<file path="config.mk">
export PLATFORM = sky130hd
export DESIGN_NAME = arith_serial_unit
export DESIGN_NICKNAME = d
export VERILOG_FILES = /design/src/rtl/arith_serial_unit.sv
export SDC_FILE = /design/constraint.sdc
export NUM_CORES = 1
export LEC_CHECK = 0
export ABC_CLOCK_PERIOD_IN_PS = 6550
export BUFFER_PORTS_ARGS = -buffer_cell sky130_fd_sc_hd__buf_2
export CORE_MARGIN = 4
export CORE_UTILIZATION = 45
export CTS_BUF_LIST = sky130_fd_sc_hd__clkbuf_16
export DETAILED_ROUTE_END_ITERATION = 8
export GPL_TIMING_DRIVEN = 0
export MAX_ROUTING_LAYER = met4
export PLACE_DENSITY = 0.79
export SLEW_MARGIN = 5
export SYNTH_ARGS = -nofsm -noshare
export SYNTH_HDL_FRONTEND = slang
export SYNTH_SLANG_ARGS = --single-unit
</file>
<file path="constraint.sdc">
create_clock -name clk -period 6.55 [get_ports clk]
set_input_delay 0.9825 -clock clk [delete_from_list [all_inputs] [get_ports clk]]
set_output_delay 0.9825 -clock clk [all_outputs]
set_load 0.05 [all_outputs]
</file>
<file path="src/rtl/arith_serial_unit.sv">
// rtl/arith_serial_unit.sv - digit-serial add/sub/neg/inc unit
// Processes DIGIT bits per cycle; result and NZCV-style flags are held until out_ready.
module arith_serial_unit #(
  parameter int WIDTH = 32,
  parameter int DIGIT = 8
) (
  input  logic             clk,
  input  logic             rst_n,
  input  logic             in_valid,
  output logic             in_ready,
  input  logic [WIDTH-1:0] a,
  input  logic [WIDTH-1:0] b,
  input  logic [1:0]       op,
  output logic             out_valid,
  input  logic             out_ready,
  output logic [WIDTH-1:0] result,
  output logic             carry,
  output logic             overflow,
  output logic             zero,
  output logic             negative
);

  localparam int N  = WIDTH / DIGIT;
  localparam int CW = (N > 1) ? $clog2(N) : 1;

  typedef enum logic [1:0] {IDLE, RUN, DONE} state_t;

  state_t           state_q, state_d;
  logic [CW-1:0]    k_q, k_d;
  logic [WIDTH-1:0] opa_q, opa_d;
  logic [WIDTH-1:0] opb_q, opb_d;
  logic [WIDTH-1:0] result_q, result_d;
  logic             cy_q, cy_d;
  logic             carry_q, carry_d;
  logic             ovf_q, ovf_d;
  logic             zero_q, zero_d;
  logic             neg_q, neg_d;

  logic [DIGIT-1:0] dig_a, dig_b, dig_sum;
  logic             dig_cout, dig_cmsb;
  logic             last_digit;

  assign last_digit = (k_q == CW'(N - 1));

  // Ripple adder for the current digit; dig_cmsb is the carry into the digit's top bit,
  // which on the last digit is the carry into bit WIDTH-1.
  always_comb begin
    logic c;
    dig_a    = '0;
    dig_b    = '0;
    dig_sum  = '0;
    dig_cmsb = 1'b0;
    for (int j = 0; j < N; j++) begin
      if (k_q == CW'(j)) begin
        dig_a = opa_q[j*DIGIT +: DIGIT];
        dig_b = opb_q[j*DIGIT +: DIGIT];
      end
    end
    c = cy_q;
    for (int i = 0; i < DIGIT; i++) begin
      if (i == DIGIT - 1) dig_cmsb = c;
      dig_sum[i] = dig_a[i] ^ dig_b[i] ^ c;
      c = (dig_a[i] & dig_b[i]) | (c & (dig_a[i] ^ dig_b[i]));
    end
    dig_cout = c;
  end

  always_comb begin
    state_d  = state_q;
    k_d      = k_q;
    opa_d    = opa_q;
    opb_d    = opb_q;
    result_d = result_q;
    cy_d     = cy_q;
    carry_d  = carry_q;
    ovf_d    = ovf_q;
    zero_d   = zero_q;
    neg_d    = neg_q;
    case (state_q)
      IDLE: begin
        if (in_valid) begin
          opa_d   = op[1] ? '0 : a;
          opb_d   = (op[1] ^ op[0]) ? ~b : b;
          cy_d    = (op != 2'b00);
          k_d     = '0;
          state_d = RUN;
        end
      end
      RUN: begin
        for (int j = 0; j < N; j++) begin
          if (k_q == CW'(j)) result_d[j*DIGIT +: DIGIT] = dig_sum;
        end
        cy_d = dig_cout;
        k_d  = k_q + CW'(1);
        if (last_digit) begin
          k_d     = '0;
          state_d = DONE;
          carry_d = dig_cout;
          ovf_d   = dig_cmsb ^ dig_cout;
          zero_d  = (result_d == '0);
          neg_d   = result_d[WIDTH-1];
        end
      end
      DONE: begin
        if (out_ready) state_d = IDLE;
      end
      default: state_d = IDLE;
    endcase
  end

  always_ff @(posedge clk or negedge rst_n) begin
    if (!rst_n) begin
      state_q  <= IDLE;
      k_q      <= '0;
      opa_q    <= '0;
      opb_q    <= '0;
      result_q <= '0;
      cy_q     <= 1'b0;
      carry_q  <= 1'b0;
      ovf_q    <= 1'b0;
      zero_q   <= 1'b0;
      neg_q    <= 1'b0;
    end else begin
      state_q  <= state_d;
      k_q      <= k_d;
      opa_q    <= opa_d;
      opb_q    <= opb_d;
      result_q <= result_d;
      cy_q     <= cy_d;
      carry_q  <= carry_d;
      ovf_q    <= ovf_d;
      zero_q   <= zero_d;
      neg_q    <= neg_d;
    end
  end

  assign in_ready  = (state_q == IDLE);
  assign out_valid = (state_q == DONE);
  assign result    = result_q;
  assign carry     = carry_q;
  assign overflow  = ovf_q;
  assign zero      = zero_q;
  assign negative  = neg_q;

endmodule

</file>
==> results.md, run 1 <==
* Clock Tree Buf Depth at 2
* Cts bufs inserted at 9
* Pwr Density at 605 nW/µm²
* TritonCTS clock tree: done
* Pin count of the biggest net entering global routing at 66
* Slowest stage delay, CP at 520 ps
* Worst-path maximum fanout at 11
* Global-route wire length before repair at 21,700 µm
* Tmin final at 6260 ps
* Sum Neg Setup Slack at 0 ps
* Antenna Violating Nets Remaining at 0
* Place WS at 203 ps
* Crit end category: flip-flop
* Gr ovfl total at 0
* Port Buffer Count at 107
* Initial Util at 45.9%
* CTS sink count at 105
* I/O pin count at 108
* Design area at 6280 µm²
* N_diodes at 0
* Worst EP required at 6810 ps
* Final wirelength at 13,600 µm
* Seq pwr share at 30.4%
* Post-CTS Setup Bufs at 0
* Crit path buffers/inverters at 7
* Worst path slowest cell: fa_1
* P_int at 1.96 mW
* Vias in the first global route at 4,388
* Fmax at 160 MHz
* Post-Syn Area at 5220 µm²
* Final nets at 753
* CTS Hold Bufs at 0
* Max Cap Viol at 0
* Crit path launch type: flip-flop
* Comb pwr share at 55.4%
* Ranking of synthesized cells by area: dfrtp_1 (50%), nand2_1 (9.8%), o21ai_0 (5.4%)
* Vias at 4,412
* Crit path DAT at 6520 ps
* Total power at 3.80 mW
* DR vias/cell at 5.39
* Layout cell share with drive strength beyond 1 at 24.6%
* Crit Path Class: flip-flop to flip-flop
* Max VDD drop at 394 µV
* Chip width at 116 µm
* Clock power frac at 14.2%
* Post-synth cell types at 38
* Gate Count Post-Synth at 552
* Rel. slew slack at 63.2%
* Status: complete, no violations
* Hold WS at 468 ps
* Final WS setup at 293 ps
* Yosys reg bits at 105
* Final Skew at 9.43 ps
* Die area at 13,400 µm²
* Inst Count DP at 803
* Slew at the pin with the worst max-slew slack at 552 ps
* Synth area leader: dfrtp_1
* Core Box Area at 11,400 µm²
* Leak at 3.07 nW
* Fraction of power spent switching nets at 48.5%
* Net Sw Power at 1.84 mW
* Final Core Density at 55.2%
* Clk_lat worst skew at 350 ps
* Post-route DRC at 0
* Register-to-register setup slack at 290 ps
* Final Hold Fails at 0
* Max Transition Viols Final at 0
* Initial antenna violation count at 0
* Final Cycle Share at 95.5%
* Worst path cell trace: inv_1 -> ha_1 -> buf_2 -> a221oi_1 -> nor3_1 -> a21oi_1 -> fa_1 -> inv_1 -> fa_1 -> inv_1 -> fa_1 -> fa_1 -> inv_1 -> fa_1 -> inv_1 -> fa_1 -> fa_1 -> inv_1 -> fa_1 -> nor4bb_2 -> a22o_1 -> nand4_1 -> o31ai_2
* Final HPWL from detailed placement at 10,200 µm
* Syn. warnings at 0
* Final setup violation count at 0
* Area after DPL at 5970 µm²
* Family with the most delay on the worst path: adder cells
* Clock-pin transition on the worst setup and hold timing paths at 70 ps
* Chip Height at 116 µm
* Area Overhead vs Synth at 20.2%
* TritonRoute pass-1 iters at 5
* Syn_area_per_cell at 9.46 µm²
* Worst hold path type: flip-flop to flip-flop
* CTS H-tree lvls at 3
* Global Route Usage Sum at 21.4%
* Syn Nets at 635
* WL per Instance at 16.7 µm
* Row Count at 39
* Most frequent CP cell: fa_1
* Post-synthesis sequential area ratio at 50.3%
* Root Driver: clkbuf_16
* Non-filler instance count after layout at 818
* Share of the synthesized area in the top cell type at 50.3%
* Global placer's final weighted congestion at 0.918
* First DRT Iteration DRCs at 374
## path summary, 6_finish.rpt
check / end / startpoint / cells after the start
setup / recovery: zero / k_q[0] / 23
hold / removal: opa_q[12] / opa_q[12] / 2
setup reg to reg: zero / k_q[0] / 23
max in group asynchronous: opb_q[22] / rst_n / 2
hold reg to reg: opa_q[12] / opa_q[12] / 2
min in group asynchronous: result[9] / rst_n / 1
## registers in the layout, summed over array words and instances (netlist names)
signal / count
carry: 1
k_q: 2
overflow: 1
opb_q: 32
cy_q: 1
zero: 1
state_q: 2
opa_q: 32
negative: 1
result: 32
## final cells by class
| cell class | instances | area, µm² |
|---|---|---|
| fillers | 1015 | 5090 |
| multi-input cells | 397 | 2350 |
| plain buffers | 38 | 214 |
| repair buffers | 108 | 566 |
| flip-flops and latches | 105 | 2630 |
| clock buffers | 9 | 225 |
| well taps | 143 | 179 |
| clock inverters | 7 | 70.1 |
| inverters | 11 | 41.3 |
## cells in the final DEF (no fill, tap or decap), drive strengths merged
| master | Yosys | final |
|---|---|---|
| nand2 | 136 | 136 |
| buf | 24 | 131 |
| dfrtp | 105 | 105 |
| o21ai | 60 | 60 |
| nand3 | 37 | 37 |
| xnor2 | 32 | 32 |
| nor2b | 24 | 24 |
| clkbuf | 15 | 24 |
| a21oi | 21 | 21 |
| inv | 11 | 15 |
| a221oi | 12 | 12 |
| mux2 | 12 | 12 |
| nor3 | 11 | 11 |
| fa | 8 | 8 |
| nand3b | 6 | 6 |
| nor2 | 5 | 5 |
| ha | 5 | 5 |
| o31ai | 4 | 4 |
| nand2b | 4 | 4 |
| a22o | 3 | 3 |
| nor4 | 3 | 3 |
| nand4b | 2 | 2 |
| or4 | 2 | 2 |
| o22ai | 2 | 2 |
| clkinvlp | 0 | 2 |
| o21bai | 1 | 1 |
| or2 | 1 | 1 |
| xor2 | 1 | 1 |
| nor4bb | 1 | 1 |
| and3b | 1 | 1 |
| o41ai | 1 | 1 |
| o21ba | 1 | 1 |
| nand4 | 1 | 1 |
| bufinv | 0 | 1 |
## layer usage
metal	GRT usage [%]	up-vias	routed length [µm]
li1	-	2096	-
met1	28.0	2102	5920
met2	33.8	185	6420
met3	3.92	29	962
met4	7.27	0	336
met5	-	-	0
## Yosys cell counts
| master | n |
|---|---|
| buf_2 | 17 |
| and3b_1 | 1 |
| o21ai_0 | 56 |
| or4_1 | 2 |
| nand2b_4 | 1 |
| inv_1 | 11 |
| o21ba_2 | 1 |
| nor4_1 | 3 |
| o31ai_1 | 3 |
| a221oi_1 | 12 |
| ha_1 | 5 |
| dfrtp_1 | 105 |
| clkbuf_1 | 15 |
| o21ai_1 | 4 |
| xor2_1 | 1 |
| mux2_2 | 12 |
| nand2_1 | 136 |
| a22o_1 | 3 |
| o31ai_2 | 1 |
| nand4_1 | 1 |
| xnor2_1 | 32 |
| nor2_1 | 5 |
| a21oi_1 | 21 |
| o21bai_1 | 1 |
| o22ai_1 | 2 |
| nor2b_2 | 1 |
| nor3_1 | 11 |
| nand4b_1 | 2 |
| o41ai_1 | 1 |
| nor2b_1 | 23 |
| buf_6 | 6 |
| nand3b_1 | 6 |
| buf_1 | 1 |
| nand2b_1 | 3 |
| or2_1 | 1 |
| nand3_1 | 37 |
| nor4bb_1 | 1 |
| fa_1 | 8 |
## timing repair
item	CTS	global route
endpoints found under the hold margin	0	0
gates resized for setup	0	8
endpoints found under the setup margin	0	1
## worst reg2reg max path, cell delays in order (launching register included)
cell and delay (ps):
dfrtp_1 430, inv_1 120, ha_1 480, buf_2 350
a221oi_1 150, nor3_1 160, a21oi_1 100, fa_1 420
inv_1 90, fa_1 180, inv_1 60, fa_1 440
fa_1 440, inv_1 90, fa_1 170, inv_1 50
fa_1 440, fa_1 480, inv_1 100, fa_1 520
nor4bb_2 350, a22o_1 190, nand4_1 140, o31ai_2 220
## logic make-up (layout without fill, tap and decap cells)
group,Yosys count,count (layout),synth area share [%]
simple gates,234,234,20.7
flops,105,105,50.3
fa+ha+maj,13,13,4.27
buf+inv,50,173,4.86
xor+xnor,33,33,5.54
mux,12,12,2.59
compound gates,105,105,11.7
## power by group through the flow
stage / registers (mW) / logic [mW] / clock network (mW)
after CTS: 1.15 / 2.07 / 0.546
after floorplan: 1.43 / 1.15 / 0
after global routing: 1.18 / 2.29 / 0.573
after global placement: 1.14 / 2.00 / 0
final: 1.15 / 2.10 / 0.541
after detailed placement: 1.16 / 2.06 / 0
Note: power is estimated with default switching activity, not from simulation.
==> run 2, diff against run 1 <==
--- a/config.mk
+++ b/config.mk
@@ -8,12 +8,12 @@
 export ABC_CLOCK_PERIOD_IN_PS = 6550
 export BUFFER_PORTS_ARGS = -buffer_cell sky130_fd_sc_hd__buf_2
 export CORE_MARGIN = 4
-export CORE_UTILIZATION = 45
+export CORE_UTILIZATION = 55
 export CTS_BUF_LIST = sky130_fd_sc_hd__clkbuf_16
 export DETAILED_ROUTE_END_ITERATION = 8
 export GPL_TIMING_DRIVEN = 0
 export MAX_ROUTING_LAYER = met4
-export PLACE_DENSITY = 0.79
+export PLACE_DENSITY = 0.91
 export SLEW_MARGIN = 5
 export SYNTH_ARGS = -nofsm -noshare
 export SYNTH_HDL_FRONTEND = slang
==> run 2 against run 1 <==
  * Clock power about the same
  * Utilization increased by 13 points
  * Clock skew decreased by 1.9 ps
  * Count of clock-buffer cells in the layout unchanged
  * Sequential share of layout area increased by 0.092 points
  * Register-to-register slack improved by 60 ps
  * Worst hold slack improved by 8.6 ps
  * Sequential power about the same
  * Critical endpoint unchanged
  * Largest cell class unchanged
==> results.md, run 2 (synthesis results as in run 1) <==
* First DRT Iteration DRCs at 432 (was 374)
* P_int at 1.96 mW (about the same)
* Vias at 4,570 (was 4,412)
* Clock-pin transition on the worst setup and hold timing paths at 70 ps (about the same)
* Register-to-register setup slack at 360 ps (was 290 ps)
* Leak at 3.07 nW (about the same)
* Pin count of the biggest net entering global routing at 57 (was 66)
* Gr ovfl total at 0 (unchanged)
* Worst-path maximum fanout at 10 (was 11)
* Final setup violation count at 0 (unchanged)
* Port Buffer Count at 107 (unchanged)
* Global placer's final weighted congestion at 0.942 (was 0.918)
* Status: complete, no violations (unchanged)
* Die area at 11,100 µm² (was 13,400 µm²)
* Design area at 6260 µm² (was 6280 µm²)
* CTS sink count at 105 (unchanged)
* Layout cell share with drive strength beyond 1 at 24.6% (unchanged)
* Most frequent cells in the layout: nand2_1 (136), buf_2 (122), dfrtp_1 (105), o21ai_0 (56), nand3_1 (37) (unchanged)
* Core Box Area at 9240 µm² (was 11,400 µm²)
* Multi-input logic area at 2360 µm² (was 2350 µm²)
* Net Sw Power at 1.84 mW (about the same)
* Place WS at 189 ps (was 203 ps)
* Crit Path Class: flip-flop to flip-flop (unchanged)
* Row Count at 35 (was 39)
* Most common library cell in the layout ignoring fill and taps: nand2_1 (unchanged)
* TritonCTS clock tree: done (unchanged)
* Max VDD drop at 236 µV (was 394 µV)
* Reg2reg start: k_q[0] (unchanged)
* Cts bufs inserted at 9 (unchanged)
* Chip width at 105 µm (was 116 µm)
* Clk_lat worst skew at 350 ps (about the same)
* Fmax at 161 MHz (was 160 MHz)
* CTS H-tree lvls at 3 (unchanged)
* Crit path DAT at 6460 ps (was 6520 ps)
* N_diodes at 0 (unchanged)
* Worst setup endpoint: zero (unchanged)
* Final WS setup at 355 ps (was 293 ps)
* Final nets at 753 (unchanged)
* Initial Util at 56.5% (was 45.9%)
* Final Cycle Share at 94.6% (was 95.5%)
* Global-route wire length before repair at 22,200 µm (was 21,700 µm)
* Initial antenna violation count at 0 (unchanged)
* Chip Height at 105 µm (was 116 µm)
* Slew at the pin with the worst max-slew slack at 649 ps (was 552 ps)
* Worst Hold Launch: opa_q[17] (was opa_q[12])
* Max Transition Viols Final at 0 (unchanged)
* Post-CTS Setup Bufs at 0 (unchanged)
* Sum Neg Setup Slack at 0 ps (unchanged)
* Post-route DRC at 0 (unchanged)
* I/O pin count at 108 (unchanged)
* Hold WS at 477 ps (was 468 ps)
* Global Route Usage Sum at 25.7% (was 21.4%)
* Worst hold path type: flip-flop to flip-flop (unchanged)
* Clock Tree Buf Depth at 2 (unchanged)
* Critical path origin: k_q[0] (unchanged)
* Seq pwr share at 30.5% (was 30.4%)
* Crit path launch type: flip-flop (unchanged)
* Depth of the worst register-to-register path at 24 (was 23)
* Final Hold Fails at 0 (unchanged)
* Antenna Violating Nets Remaining at 0 (unchanged)
* Fraction of power spent switching nets at 48.4% (was 48.5%)
* Crit end category: flip-flop (unchanged)
* Final Skew at 7.50 ps (was 9.43 ps)
* Max Cap Viol at 0 (unchanged)
* Area after DPL at 5950 µm² (was 5970 µm²)
* TritonRoute pass-1 iters at 8 (was 5)
* DR vias/cell at 5.68 (was 5.39)
* RSZ-0062 raised after global routing: no
* Tmin final at 6190 ps (was 6260 ps)
* Pwr Density at 606 nW/µm² (was 605 nW/µm²)
* Rel. slew slack at 56.7% (was 63.2%)
* Fillers at 711 (was 1,015)
* Area Overhead vs Synth at 20.0% (was 20.2%)
* Final HPWL from detailed placement at 10,200 µm (about the same)
* Worst EP required at 6810 ps (about the same)
* Clock power frac at 14.2% (about the same)
* Comb pwr share at 55.3% (was 55.4%)
* Reg2reg end: zero (unchanged)
* Root Driver: clkbuf_16 (unchanged)
* Final wirelength at 13,600 µm (about the same)
* WL per Instance at 16.9 µm (was 16.7 µm)
* Vias in the first global route at 4,554 (was 4,388)
* Sequential Area at 2630 µm² (unchanged)
## run 2: through the flow
step	cells	utilization [%]	power, mW
2_1_floorplan	552	-	2.58
3_3_place_gp	788	64.0	3.11
6_report	804	67.8	3.80
5_1_grt	804	67.8	4.04
3_5_place_dp	789	64.4	3.21
4_1_cts	805	67.5	3.75
## run 2: layer usage
metal / track usage (%) / share of wire (%) / routed length, µm
met1: 33.2 / 41 / 5540
met2: 40.6 / 48 / 6540
met3: 5.76 / 8.6 / 1170
met4: 8.43 / 2.6 / 353
met5: - / 0 / 0
## run 2: cell type report
cell class	count	area share, %
buffer	38	3.42
clock buffer	9	3.60
clock inverter	7	1.08
inverter	11	0.659
multi-input combinational	397	37.7
sequential	105	41.9
tap	129	2.58
timing repair buffer	108	9.03
## run 2: power by group through the flow
stage / Combinational [mW] / Sequential [mW] / Clock (mW)
detailed placement: 2.05 / 1.16 / 0
global route: 2.28 / 1.19 / 0.568
CTS: 2.06 / 1.15 / 0.537
floorplan: 1.15 / 1.43 / 0
global placement: 1.97 / 1.14 / 0
finish: 2.10 / 1.16 / 0.540
## run 2: critical path: stages, from the launching register on
cell and delay (ps):
dfrtp_1 470, inv_1 110, ha_1 230, clkbuf_2 200, clkbuf_1 250, nor2b_1 200, nor3_1 200, a21oi_1 100
fa_1 420, inv_1 90, fa_1 180, inv_1 60, fa_1 440, fa_1 420, inv_1 80, fa_1 170
inv_1 60, fa_1 450, fa_1 490, inv_1 100, fa_1 510, nor4bb_2 340, and3b_1 200, a21oi_1 50
o31ai_2 260
## run 2: how the worst min path moves through the flow
stage | end | slack [ps] | cells past startpoint
finish | opa_q[17] | 480 | 2
CTS | opa_q[5] | 470 | 2
global placement | opa_q[0] | 450 | 2
global route | opa_q[17] | 480 | 2
floorplan | opa_q[0] | 430 | 2
detailed placement | opa_q[16] | 460 | 2
## run 2: timing repair
item / 4_1_cts / 5_1_grt
gates resized for setup: 0 / 9
hold buffers: 0 / 0
endpoints found under the setup margin: 0 / 1
